<file path="config.mk">
export PLATFORM = sky130hd
export DESIGN_NAME = snake_tick_scheduler
export DESIGN_NICKNAME = d
export VERILOG_FILES = /design/src/rtl/snake_tick_scheduler.sv
export SDC_FILE = /design/constraint.sdc
export NUM_CORES = 1
export LEC_CHECK = 0
export CAP_MARGIN = 40
export CORE_MARGIN = 1
export CORE_UTILIZATION = 48
export CTS_CLUSTER_SIZE = 28
export DETAILED_ROUTE_END_ITERATION = 6
export HOLD_SLACK_MARGIN = 0.12
export PLACE_DENSITY = 0.85
export SLEW_MARGIN = 20
export SYNTH_ARGS = -nofsm -noshare
export SYNTH_HDL_FRONTEND = slang
export SYNTH_SLANG_ARGS = --single-unit
</file>
<file path="constraint.sdc">
create_clock -name vga_clock -period 2.4 [get_ports vga_clock]
set_clock_uncertainty 0.15 [all_clocks]
set_input_delay 0.24 -clock vga_clock [delete_from_list [all_inputs] [get_ports vga_clock]]
set_output_delay 0.24 -clock vga_clock [all_outputs]
set_load 0.02 [all_outputs]
</file>
<file path="src/rtl/snake_tick_scheduler.sv">
// rtl/snake_tick_scheduler.sv - game-phase sequencer, move tick scheduler and direction arbiter
module snake_tick_scheduler #(
  parameter int BASE_PERIOD    = 8,
  parameter int MIN_PERIOD     = 2,
  parameter int SPEED_SHIFT    = 2,
  parameter int RESTART_FRAMES = 2,
  parameter int PERIOD_W       = 4
) (
  input  logic                vga_clock,
  input  logic                reset,
  input  logic                frame_start,
  input  logic                up_in,
  input  logic                down_in,
  input  logic                left_in,
  input  logic                right_in,
  input  logic                start_btn,
  input  logic                dead_in,
  input  logic [9:0]          length_in,
  output logic                move_tick,
  output logic [1:0]          direction,
  output logic                restart_out,
  output logic [1:0]          state,
  output logic [PERIOD_W-1:0] period
);

  typedef enum logic [1:0] {
    S_IDLE    = 2'd0,
    S_PLAY    = 2'd1,
    S_DEAD    = 2'd2,
    S_RESTART = 2'd3
  } state_e;

  localparam logic signed [10:0] BASE_S = 11'(BASE_PERIOD);
  localparam logic signed [10:0] MIN_S  = 11'(MIN_PERIOD);

  state_e              state_q, state_d;
  logic                move_tick_q, move_tick_d;
  logic [1:0]          dir_q, dir_d;
  logic [1:0]          pend_q, pend_d;
  logic                restart_q, restart_d;
  logic [PERIOD_W-1:0] period_q, period_d;
  logic [PERIOD_W-1:0] frame_cnt_q, frame_cnt_d;
  logic                start_prev_q, start_prev_d;

  logic                start_press;
  logic [PERIOD_W:0]   cnt_inc;
  logic [9:0]          len_shift;
  logic signed [10:0]  raw_period;
  logic [PERIOD_W-1:0] next_period;
  logic                cand_valid;
  logic [1:0]          cand;

  assign start_press  = start_btn & ~start_prev_q;
  assign start_prev_d = start_btn;
  assign cnt_inc      = {1'b0, frame_cnt_q} + {{PERIOD_W{1'b0}}, 1'b1};
  assign len_shift    = length_in >> SPEED_SHIFT;
  assign raw_period   = BASE_S - $signed({1'b0, len_shift});
  assign next_period  = (raw_period < MIN_S) ? PERIOD_W'(MIN_PERIOD) : raw_period[PERIOD_W-1:0];

  // Fixed priority up > down > left > right
  always_comb begin
    cand_valid = 1'b1;
    cand       = 2'd3;
    if (up_in)         cand = 2'd0;
    else if (down_in)  cand = 2'd1;
    else if (left_in)  cand = 2'd2;
    else if (right_in) cand = 2'd3;
    else               cand_valid = 1'b0;
  end

  always_comb begin
    state_d     = state_q;
    move_tick_d = 1'b0;
    dir_d       = dir_q;
    pend_d      = pend_q;
    restart_d   = restart_q;
    period_d    = period_q;
    frame_cnt_d = frame_cnt_q;
    case (state_q)
      S_IDLE, S_DEAD: begin
        frame_cnt_d = '0;
        if (start_press) begin
          state_d   = S_RESTART;
          restart_d = 1'b1;
        end
      end
      S_RESTART: begin
        if (frame_start) begin
          if (cnt_inc == (PERIOD_W+1)'(RESTART_FRAMES)) begin
            state_d     = S_PLAY;
            restart_d   = 1'b0;
            dir_d       = 2'd3;
            pend_d      = 2'd3;
            frame_cnt_d = '0;
            period_d    = PERIOD_W'(BASE_PERIOD);
          end else begin
            frame_cnt_d = cnt_inc[PERIOD_W-1:0];
          end
        end
      end
      S_PLAY: begin
        // Opposite directions differ only in bit 0
        if (cand_valid && (cand != (dir_q ^ 2'd1))) pend_d = cand;
        if (dead_in) begin
          state_d     = S_DEAD;
          frame_cnt_d = '0;
        end else if (frame_start) begin
          if (cnt_inc == {1'b0, period_q}) begin
            move_tick_d = 1'b1;
            frame_cnt_d = '0;
            dir_d       = pend_d;
            period_d    = next_period;
          end else begin
            frame_cnt_d = cnt_inc[PERIOD_W-1:0];
          end
        end
      end
    endcase
  end

  always_ff @(posedge vga_clock) begin
    if (reset) begin
      state_q      <= S_IDLE;
      move_tick_q  <= 1'b0;
      dir_q        <= 2'd3;
      pend_q       <= 2'd3;
      restart_q    <= 1'b0;
      period_q     <= PERIOD_W'(BASE_PERIOD);
      frame_cnt_q  <= '0;
      start_prev_q <= 1'b0;
    end else begin
      state_q      <= state_d;
      move_tick_q  <= move_tick_d;
      dir_q        <= dir_d;
      pend_q       <= pend_d;
      restart_q    <= restart_d;
      period_q     <= period_d;
      frame_cnt_q  <= frame_cnt_d;
      start_prev_q <= start_prev_d;
    end
  end

  assign move_tick   = move_tick_q;
  assign direction   = dir_q;
  assign restart_out = restart_q;
  assign state       = state_q;
  assign period      = period_q;

endmodule

</file>
==> metrics.md, run 1 <==
| Metric | Value |
|---|---|
| Antenna violations before repair | `0` |
| Final sum of negative setup slack | `0 ps` |
| Number of warnings reported in the yosys synthesis log | `0` |
| First-pass GRT wire length | `4020 µm` |
| Overall fraction of global-route tracks in use | `21.2%` |
| Worst slew margin relative to its limit | `66.9%` |
| Drt first-iter violations | `18` |
| Fraction of layout instances using a drive strength above 1 | `8.24%` |
| Power dissipated by switching net loads | `0.000158 W` |
| Fin worst setup slack | `201 ps` |
| Via count of the first global-routing pass | `958` |
| Net count after synthesis | `164` |
| Horiz. Die Dim | `51.2 µm` |
| H-tree level count | `1` |
| Die area | `2620 µm²` |
| HPWL after DPL | `1910 µm` |
| DR DRC count | `0` |
| Max FO, Critical Path | `7` |
| Type of the most critical hold path | `flop to flop` |
| Setup Buffers After CTS | `0` |
| Register share of total power | `52.7%` |
| Cell type with the largest total area after synthesis | `sky130_fd_sc_hd__dfxtp_1` |
| Sort of element at the start of the critical path | `flop` |
| Gate power share | `19.7%` |
| # resized after CTS | `0` |
| Internal power | `0.000411 W` |
| Areal power density over the cells | `389 nW/µm²` |
| CTS tree | `built` |
| Via count | `1102` |
| Number of top-level design ports | `29` |
| Aggregate global routing overflow | `0` |
| Net switching fraction of the power | `27.8%` |
| Share of total power in the clock network | `27.6%` |
| Count of input and output buffers | `26` |
| Synth Register Bits | `17` |
| Proportion of register bits with asynchronous set or reset after synthesis | `0%` |
| Worst Tran Pin Value | `492 ps` |
| Average via count per standard cell | `5.57` |
| Clock-pin slew reported for the worst setup and hold paths after clock tree synthesis | `110 ps` |
| Synth area leaders | `sky130_fd_sc_hd__dfxtp_1 29%, sky130_fd_sc_hd__mux2i_1 6.0%, sky130_fd_sc_hd__a21oi_1 5.6%` |
| Highest clock frequency the design can meet | `0.455 GHz` |
| Net count of the finished layout | `193` |
| Commonest non-fill, non-tap cell in the layout | `sky130_fd_sc_hd__clkdlybuf4s50_1` |
| Crit-path max cell delay | `480 ps` |
| Buffer levels on the longest clock path | `2` |
| Mapped cell area | `1160 µm²` |
| Post-Syn Area per Cell | `8.17 µm²` |
| Final hold slack | `317 ps` |
| Detailed-router iteration count before antenna repair | `4` |
| Count of endpoints failing hold in the final timing report | `0` |
| Chip Height | `51.2 µm` |
| Sequential standard cell area | `340 µm²` |
| Most used cells in the layout excluding fill and tap cells | `26 x sky130_fd_sc_hd__clkdlybuf4s50_1, 17 x sky130_fd_sc_hd__dfxtp_1, 13 x sky130_fd_sc_hd__nand2_1, 13 x sky130_fd_sc_hd__a21oi_1, 11 x sky130_fd_sc_hd__nor2_1` |
| Dpl ws | `145 ps` |
| Shortest period the worst path allows | `2200 ps` |
| Proportion of synthesized chip area in sequential cells | `29.3%` |
| Commonest register cell after synthesis | `sky130_fd_sc_hd__dfxtp_1` |
| Latest clock arrival within the worst-skew pair | `300 ps` |
| Run status | `completed` |
| Number of diodes added for antenna fixing | `0` |
| Post-synth EDFFs | `0` |
| Placeable core area | `2250 µm²` |
| Number of distinct library cells after synthesis | `44` |
| Largest net degree at the start of global routing | `18` |
| Initial Utilization | `51.4%` |
| Final count of pins violating max slew | `0` |
| # setup viols final | `0` |
| Peak VDD IR | `0.000277 V` |
| Cells traversed along the worst timing path | `ha_1 > nor2_1 > a211o_1 > nand4_2 > o31a_1 > mux2i_1` |
| Average wire per standard cell | `12.8 µm` |
| Clock Tree Root | `sky130_fd_sc_hd__clkbuf_4` |
| Leakage dissipation | `0.547 nW` |
| CTS hold repair buffers | `0` |
| Critical path's slowest cell | `sky130_fd_sc_hd__o31a_1` |
| Crit Path Category | `flop to flop` |
| Arrival time at the worst endpoint | `2220 ps` |
| Final Wtd Congestion | `0.764` |
| Footprint of the multi-input gates | `758 µm²` |
| Yosys top cell area share | `29.3%` |
| Required @ worst endpoint | `2430 ps` |
| Post-detailed-route count of antenna-violating nets | `0` |
| CP endpoint kind | `flop` |
| Part of the cycle the worst path needs | `91.6%` |
| Number of fill cells in the layout | `217` |
| Layout overhead on the synthesized area | `26.1%` |
| CTS Buf Count | `3` |
| Clk sinks | `17` |
| Max-Cap Viols | `0` |
| Post-Syn Instances | `142` |
| RSZ-0062 raised after global routing | `no` |
| Total wire length after detailed routing | `2540 µm` |
| Number of rows created at floorplan | `17` |
worst paths after layout:
kind	end	slack [ps]	startpoint	depth (start not counted)
min reg2reg	restart_out	320	restart_out	2
max	direction[1]	200	frame_cnt_q[0]	6
min	restart_out	320	restart_out	2
max reg2reg	direction[1]	200	frame_cnt_q[0]	6
metrics by stage:
stage	power [W]	utilization [%]	std cells	area, µm²
global route	0.000601	64.9	198	1460
detailed placement	0.000418	63.7	194	1440
floorplan	0.000364	-	142	1160
finish	0.000570	64.9	198	1460
global placement	0.000413	63.7	194	1440
CTS	0.000575	64.9	198	1460
cells by family after synthesis:
group	share of synthesized area [%]
AOI/OAI and AO/OA	23.5
DFF	29.3
xor gates and xnor gates	5.93
muxes	6.04
adders and majority gates	3.24
and+or+nand+nor	26.6
buffers and inverters	5.29
sequential cells by signal (all words and copies together), names as in the netlist:
signal        count
direction         2
frame_cnt_q       4
move_tick         1
pend_q            2
period            4
restart_out       1
start_prev_q      1
state             2
power groups by stage:
| stage | clock network [W] | registers (W) | logic, W |
|---|---|---|---|
| finish | 0.000157 | 0.000300 | 0.000112 |
| floorplan | 0 | 0.000309 | 0.0000544 |
| CTS | 0.000163 | 0.000300 | 0.000112 |
| global placement | 0 | 0.000305 | 0.000108 |
| global route | 0.000176 | 0.000302 | 0.000123 |
| detailed placement | 0 | 0.000306 | 0.000112 |
critical path: cells and delay by family, from the launching register on:
kind                       cells  cell delay, ps
DFF                            1             400
and+or+nand+nor                2             450
muxes                          1             160
AOI/OAI and AO/OA              2             650
adders and majority gates      1             270
routing by layer:
metal	track usage (%)	wire length, µm	share of wire [%]
met5	0	0	0
met4	12.5	46	1.8
met3	2.68	95	3.7
met2	36.6	1250	49
met1	24.6	1150	45
cells in the mapped netlist (2+ instances only):
master                     number
sky130_fd_sc_hd__nor2b_1        5
sky130_fd_sc_hd__a21oi_1       13
sky130_fd_sc_hd__nand2_1       13
sky130_fd_sc_hd__xnor2_1        6
sky130_fd_sc_hd__nor4_1         4
sky130_fd_sc_hd__a22oi_1        2
sky130_fd_sc_hd__mux2i_1        7
sky130_fd_sc_hd__o21ai_0        9
sky130_fd_sc_hd__nand3_1        3
sky130_fd_sc_hd__inv_1          9
sky130_fd_sc_hd__or2b_1         4
sky130_fd_sc_hd__o32a_1         2
sky130_fd_sc_hd__nand2b_1       4
sky130_fd_sc_hd__a32oi_1        2
sky130_fd_sc_hd__dfxtp_1       17
sky130_fd_sc_hd__nor2_1        11
sky130_fd_sc_hd__ha_1           3
sky130_fd_sc_hd__buf_6          2
area by class of cell:
| type | count | share of cell area (%) |
|---|---|---|
| flip-flops and latches | 17 | 23.3 |
| inverters | 9 | 2.31 |
| clock inverters | 1 | 0.342 |
| clock buffers | 3 | 1.54 |
| repair buffers | 27 | 18.3 |
| well taps | 28 | 2.40 |
| multi-input cells | 113 | 51.8 |
Power figures use the tool's default switching activity.
==> run 2, diff against run 1 <==
--- a/config.mk
+++ b/config.mk
@@ -12,4 +12,5 @@
 export DETAILED_ROUTE_END_ITERATION = 6
 export HOLD_SLACK_MARGIN = 0.12
+export MAX_ROUTING_LAYER = met4
 export PLACE_DENSITY = 0.85
 export SLEW_MARGIN = 20
--- a/constraint.sdc
+++ b/constraint.sdc
@@ -3,3 +3,3 @@
 set_input_delay 0.24 -clock vga_clock [delete_from_list [all_inputs] [get_ports vga_clock]]
 set_output_delay 0.24 -clock vga_clock [all_outputs]
-set_load 0.02 [all_outputs]
+set_load 0.05 [all_outputs]
==> metrics.md, run 2 (synthesis gave the netlist of run 1 again) <==
| Metric | Value |
|---|---|
| Run status | `completed` |
| HPWL after DPL | `1910 µm (unchanged)` |
| Overall power | `0.000579 W (+1.7%)` |
| Post-detailed-route count of antenna-violating nets | `0 (unchanged)` |
| Number of top-level design ports | `29 (unchanged)` |
| First-pass GRT wire length | `4010 µm (-0.17%)` |
| Number of fill cells in the layout | `217 (unchanged)` |
| # resized after CTS | `0 (unchanged)` |
| Type of the most critical hold path | `flop to flop` |
| Crit Path Category | `flop to flop` |
| Reg-to-reg setup timing slack | `210 ps (about the same)` |
| Clock-pin slew reported for the worst setup and hold paths after clock tree synthesis | `110 ps (about the same)` |
| Count of endpoints failing hold in the final timing report | `0 (unchanged)` |
| Hold Path Origin | `restart_out` |
| CTS tree | `built` |
| Initial Utilization | `51.4% (unchanged)` |
| CP endpoint kind | `flop` |
| CTS Buf Count | `3 (unchanged)` |
| Latest clock arrival within the worst-skew pair | `300 ps (about the same)` |
| Critical R2R Launch | `frame_cnt_q[0]` |
| Via count | `1107 (+0.45%)` |
| Worst Hold Depth | `2 (unchanged)` |
| Final Wtd Congestion | `0.774 (+1.3%)` |
| Setup Buffers After CTS | `0 (unchanged)` |
| Shortest period the worst path allows | `2190 ps (-4.39 ps)` |
| Clk sinks | `17 (unchanged)` |
| Worst min-delay path endpoint | `restart_out` |
| Max FO, Critical Path | `7 (unchanged)` |
| Detailed-router iteration count before antenna repair | `4 (unchanged)` |
| RSZ-0062 raised after global routing | `no` |
| Crit path from | `frame_cnt_q[0]` |
| Part of the cycle the worst path needs | `91.4% (-0.18 points)` |
| Number of rows created at floorplan | `17 (unchanged)` |
| Terminus of the critical flop-to-flop path | `direction[0]` |
| Leakage dissipation | `0.547 nW (unchanged)` |
| Final sum of negative setup slack | `0 ps (unchanged)` |
| Count of input and output buffers | `26 (unchanged)` |
| Arrival time at the worst endpoint | `2220 ps (about the same)` |
| Horiz. Die Dim | `51.2 µm (unchanged)` |
| Total wire length after detailed routing | `2530 µm (-0.32%)` |
| Fraction of layout instances using a drive strength above 1 | `8.24% (unchanged)` |
| Net count of the finished layout | `193 (unchanged)` |
| Average via count per standard cell | `5.59 (+0.45%)` |
| Largest net degree at the start of global routing | `18 (unchanged)` |
| Aggregate global routing overflow | `0 (unchanged)` |
| Buffer levels on the longest clock path | `2 (unchanged)` |
| Highest clock frequency the design can meet | `0.456 GHz (+0.20%)` |
| Most used cells in the layout excluding fill and tap cells | `26 x sky130_fd_sc_hd__clkdlybuf4s50_1, 17 x sky130_fd_sc_hd__dfxtp_1, 13 x sky130_fd_sc_hd__nand2_1, 13 x sky130_fd_sc_hd__a21oi_1, 11 x sky130_fd_sc_hd__nor2_1` |
| Clock Tree Root | `sky130_fd_sc_hd__clkbuf_4` |
| Drt first-iter violations | `18 (unchanged)` |
| Overall fraction of global-route tracks in use | `21.7% (+0.57 points)` |
| Commonest non-fill, non-tap cell in the layout | `sky130_fd_sc_hd__clkdlybuf4s50_1` |
| Worst Tran Pin Value | `511 ps (+19.1 ps)` |
| DR DRC count | `0 (unchanged)` |
| Max-Cap Viols | `0 (unchanged)` |
| H-tree level count | `1 (unchanged)` |
| Chip Height | `51.2 µm (unchanged)` |
| Worst slew margin relative to its limit | `65.8% (-1.1 points)` |
| Final count of pins violating max slew | `0 (unchanged)` |
| Die area | `2620 µm² (unchanged)` |
| Logic depth of the worst register-to-register path | `6 (unchanged)` |
| Number of diodes added for antenna fixing | `0 (unchanged)` |
| Placeable core area | `2250 µm² (unchanged)` |
| Average wire per standard cell | `12.8 µm (-0.32%)` |
| Layout overhead on the synthesized area | `26.1% (unchanged)` |
| Via count of the first global-routing pass | `961 (+0.31%)` |
| Antenna violations before repair | `0 (unchanged)` |
| Required @ worst endpoint | `2420 ps (about the same)` |
| # setup viols final | `0 (unchanged)` |
| CTS hold repair buffers | `0 (unchanged)` |
| Areal power density over the cells | `396 nW/µm² (+1.7%)` |
| Sort of element at the start of the critical path | `flop` |
| Peak VDD IR | `0.000283 V (+2.0%)` |
run 2: cell type report:
cell class | count | area (µm²) | area share [%]
multi-input cells | 113 | 758 | 51.8
flip-flops and latches | 17 | 340 | 23.3
repair buffers | 27 | 268 | 18.3
well taps | 28 | 35.0 | 2.40
inverters | 9 | 33.8 | 2.31
clock buffers | 3 | 22.5 | 1.54
clock inverters | 1 | 5.00 | 0.342
run 2: report_power, final:
group / switching (W) / internal, W
clock network: 0.0000948 / 0.0000621
registers: 0.00000958 / 0.000290
logic: 0.0000639 / 0.0000586
total: 0.000168 / 0.000411
run 2: worst max-delay path by stage:
stage / cells after the start / slack [ps] / end
after floorplan: 6 / 410 / period[3]
after global placement: 8 / 230 / period[2]
after detailed placement: 8 / 150 / period[2]
after CTS: 6 / 210 / direction[1]
after global routing: 6 / 100 / period[0]
final: 6 / 210 / direction[0]
run 2: layer usage:
metal | vias to the layer above | GRT usage, % | part of all wire, %
li1 | 568 | - | -
met1 | 505 | 24.6 | 45
met2 | 29 | 36.6 | 49
met3 | 5 | 2.68 | 3.5
met4 | 0 | 12.5 | 1.9
met5 | - | - | 0
run 2: through the flow:
| stage | cell area [µm²] | cells | setup slack, ps | util, % | hold slack [ps] |
|---|---|---|---|---|---|
| after floorplan | 1160 | 142 | 414 | - | 218 |
| after global placement | 1440 | 194 | 229 | 63.7 | 291 |
| after detailed placement | 1440 | 194 | 145 | 63.7 | 310 |
| after CTS | 1460 | 198 | 211 | 64.9 | 326 |
| after global routing | 1460 | 198 | 103 | 64.9 | 350 |
| final | 1460 | 198 | 206 | 64.9 | 317 |
run 2: worst max-delay path, stage by stage, from the launching register on:
cell                      delay, ps
sky130_fd_sc_hd__dfxtp_1        400
sky130_fd_sc_hd__ha_1           270
sky130_fd_sc_hd__nor2_1         260
sky130_fd_sc_hd__a211o_1        170
sky130_fd_sc_hd__nand4_2        180
sky130_fd_sc_hd__o31a_1         480
sky130_fd_sc_hd__mux2i_1        160
==> run 3, diff against run 2 <==
- PLACE_DENSITY: 0.85 -> 0.82
==> metrics.md, run 3 (synthesis gave the netlist of run 1 again) <==
| Metric | Value |
|---|---|
| Via count of the first global-routing pass | `1037 (+7.9%)` |
| Arrival time at the worst endpoint | `2200 ps (-20 ps)` |
| Crit path buf inv count | `1 (+1)` |
| Type of the most critical hold path | `flop to flop` |
| Worst path top cell family by delay | `compound AO/OA/AOI/OAI gates` |
| Via count | `1120 (+1.2%)` |
| Chip Height | `51.2 µm (unchanged)` |
| Critical path's slowest cell | `sky130_fd_sc_hd__o31a_1` |
| Post-detailed-route count of antenna-violating nets | `0 (unchanged)` |
| Most used cells in the layout excluding fill and tap cells | `26 x sky130_fd_sc_hd__clkdlybuf4s50_1, 17 x sky130_fd_sc_hd__dfxtp_1, 13 x sky130_fd_sc_hd__nand2_1, 13 x sky130_fd_sc_hd__a21oi_1, 11 x sky130_fd_sc_hd__nor2_1` |
| RSZ-0062 raised after global routing | `no` |
| Total wire length after detailed routing | `2580 µm (+2.2%)` |
| Average wire per standard cell | `13.1 µm (+2.2%)` |
| Cells traversed along the worst timing path | `inv_1 > ha_1 > xnor2_1 > nor2_1 > nand4_2 > o31a_1 > mux2i_1` |
| CTS Buf Count | `3 (unchanged)` |
| Leakage dissipation | `0.547 nW (unchanged)` |
| # resized after CTS | `0 (unchanged)` |
| Worst Tran Pin Value | `514 ps (+3.40 ps)` |
| Largest net degree at the start of global routing | `18 (unchanged)` |
| Shortest period the worst path allows | `2180 ps (-15.4 ps)` |
| Peak VDD IR | `0.000278 V (-1.6%)` |
| Number of fill cells in the layout | `220 (+1.4%)` |
| Critical R2R Launch | `frame_cnt_q[1]` |
| Buffer levels on the longest clock path | `2 (unchanged)` |
| CTS hold repair buffers | `0 (unchanged)` |
| Number of rows created at floorplan | `17 (unchanged)` |
| Aggregate global routing overflow | `0 (unchanged)` |
| Die area | `2620 µm² (unchanged)` |
| Net count of the finished layout | `193 (unchanged)` |
| First-pass GRT wire length | `4210 µm (+5.0%)` |
| Final sum of negative setup slack | `0 ps (unchanged)` |
| Initial Utilization | `51.4% (unchanged)` |
| Final Wtd Congestion | `0.885 (+14%)` |
| Clock Tree Root | `sky130_fd_sc_hd__clkbuf_4` |
| Clock-pin slew reported for the worst setup and hold paths after clock tree synthesis | `100 ps (about the same)` |
| Highest clock frequency the design can meet | `0.459 GHz (+0.71%)` |
| Max-Cap Viols | `0 (unchanged)` |
| Count of input and output buffers | `26 (unchanged)` |
| Terminus of the critical flop-to-flop path | `direction[1]` |
| Overall fraction of global-route tracks in use | `21.5% (-0.23 points)` |
| Hold Path Origin | `restart_out` |
| Placeable core area | `2250 µm² (unchanged)` |
| Drt first-iter violations | `25 (+7)` |
| Crit-path max cell delay | `470 ps (about the same)` |
| Setup Buffers After CTS | `0 (unchanged)` |
| Max FO, Critical Path | `6 (-1)` |
| Latest clock arrival within the worst-skew pair | `280 ps (-20 ps)` |
| # setup viols final | `0 (unchanged)` |
| Worst Hold Depth | `2 (unchanged)` |
| Detailed-router iteration count before antenna repair | `4 (unchanged)` |
| H-tree level count | `1 (unchanged)` |
| Antenna violations before repair | `0 (unchanged)` |
| HPWL after DPL | `2060 µm (+7.7%)` |
| Reg-to-reg setup timing slack | `220 ps (+20 ps)` |
| Fraction of layout instances using a drive strength above 1 | `8.24% (unchanged)` |
| Run status | `completed` |
| Worst slew margin relative to its limit | `65.4% (-0.44 points)` |
| Footprint of the multi-input gates | `758 µm² (unchanged)` |
| Areal power density over the cells | `395 nW/µm² (-0.28%)` |
| Number of top-level design ports | `29 (unchanged)` |
| Dpl ws | `179 ps (+33.9 ps)` |
| Worst min-delay path endpoint | `restart_out` |
| Count of endpoints failing hold in the final timing report | `0 (unchanged)` |
| Fin worst setup slack | `221 ps (+15.4 ps)` |
| CP endpoint kind | `flop` |
| Layout overhead on the synthesized area | `26.1% (unchanged)` |
| Logic depth of the worst register-to-register path | `7 (+1)` |
| Sort of element at the start of the critical path | `flop` |
| Crit Path Category | `flop to flop` |
| Commonest non-fill, non-tap cell in the layout | `sky130_fd_sc_hd__clkdlybuf4s50_1` |
| Sequential standard cell area | `340 µm² (unchanged)` |
| DR DRC count | `0 (unchanged)` |
| Clk sinks | `17 (unchanged)` |
| Number of diodes added for antenna fixing | `0 (unchanged)` |
| Required @ worst endpoint | `2420 ps (about the same)` |
| Final count of pins violating max slew | `0 (unchanged)` |
| Part of the cycle the worst path needs | `90.8% (-0.64 points)` |
| Average via count per standard cell | `5.66 (+1.2%)` |
| Horiz. Die Dim | `51.2 µm (unchanged)` |
| CTS tree | `built` |
## run 3: final cells by class
cell class | count | share of cell area (%)
clock buffer | 3 | 1.54
timing repair buffer | 27 | 18.3
sequential | 17 | 23.3
inverter | 9 | 2.31
clock inverter | 1 | 0.342
multi-input combinational | 113 | 51.8
tap | 28 | 2.40
## run 3: through the flow
step / util [%] / cells / hold slack [ps] / cell area (µm²) / total power [W]
3_5_place_dp: 63.7 / 194 / 309 / 1440 / 0.000428
6_report: 64.9 / 198 / 320 / 1460 / 0.000578
5_1_grt: 64.9 / 198 / 348 / 1460 / 0.000601
3_3_place_gp: 63.7 / 194 / 296 / 1440 / 0.000423
2_1_floorplan: - / 142 / 218 / 1160 / 0.000374
4_1_cts: 64.9 / 198 / 325 / 1460 / 0.000577
## run 3: metal layers
layer | vias up | track usage (%) | share of wire (%)
li1 | 572 | - | -
met1 | 509 | 22.0 | 42
met2 | 35 | 41.4 | 53
met3 | 4 | 2.68 | 3.6
met4 | 0 | 7.41 | 1.2
met5 | - | - | 0
## run 3: how the worst max path moves through the flow
stage,depth (start not counted),slack (ps),start,end
floorplan,6,410,period[3],period[3]
global placement,8,240,length_in[2],period[0]
detailed placement,8,180,length_in[2],period[2]
CTS,7,220,frame_cnt_q[1],period[3]
global route,7,100,frame_cnt_q[1],period[3]
finish,7,220,frame_cnt_q[1],direction[1]
## run 3: where the power goes
part | switching (W) | internal, W
Sequential | 0.00000936 | 0.000290
Combinational | 0.0000649 | 0.0000587
Clock | 0.0000926 | 0.0000618
Total | 0.000167 | 0.000411
## run 3: tightest hold or removal path, delay by kind of cell, from the launching register on
| kind | cells | cell delay, ps |
|---|---|---|
| DFF | 1 | 330 |
| and+or+nand+nor | 1 | 50 |
| AOI/OAI and AO/OA | 1 | 50 |
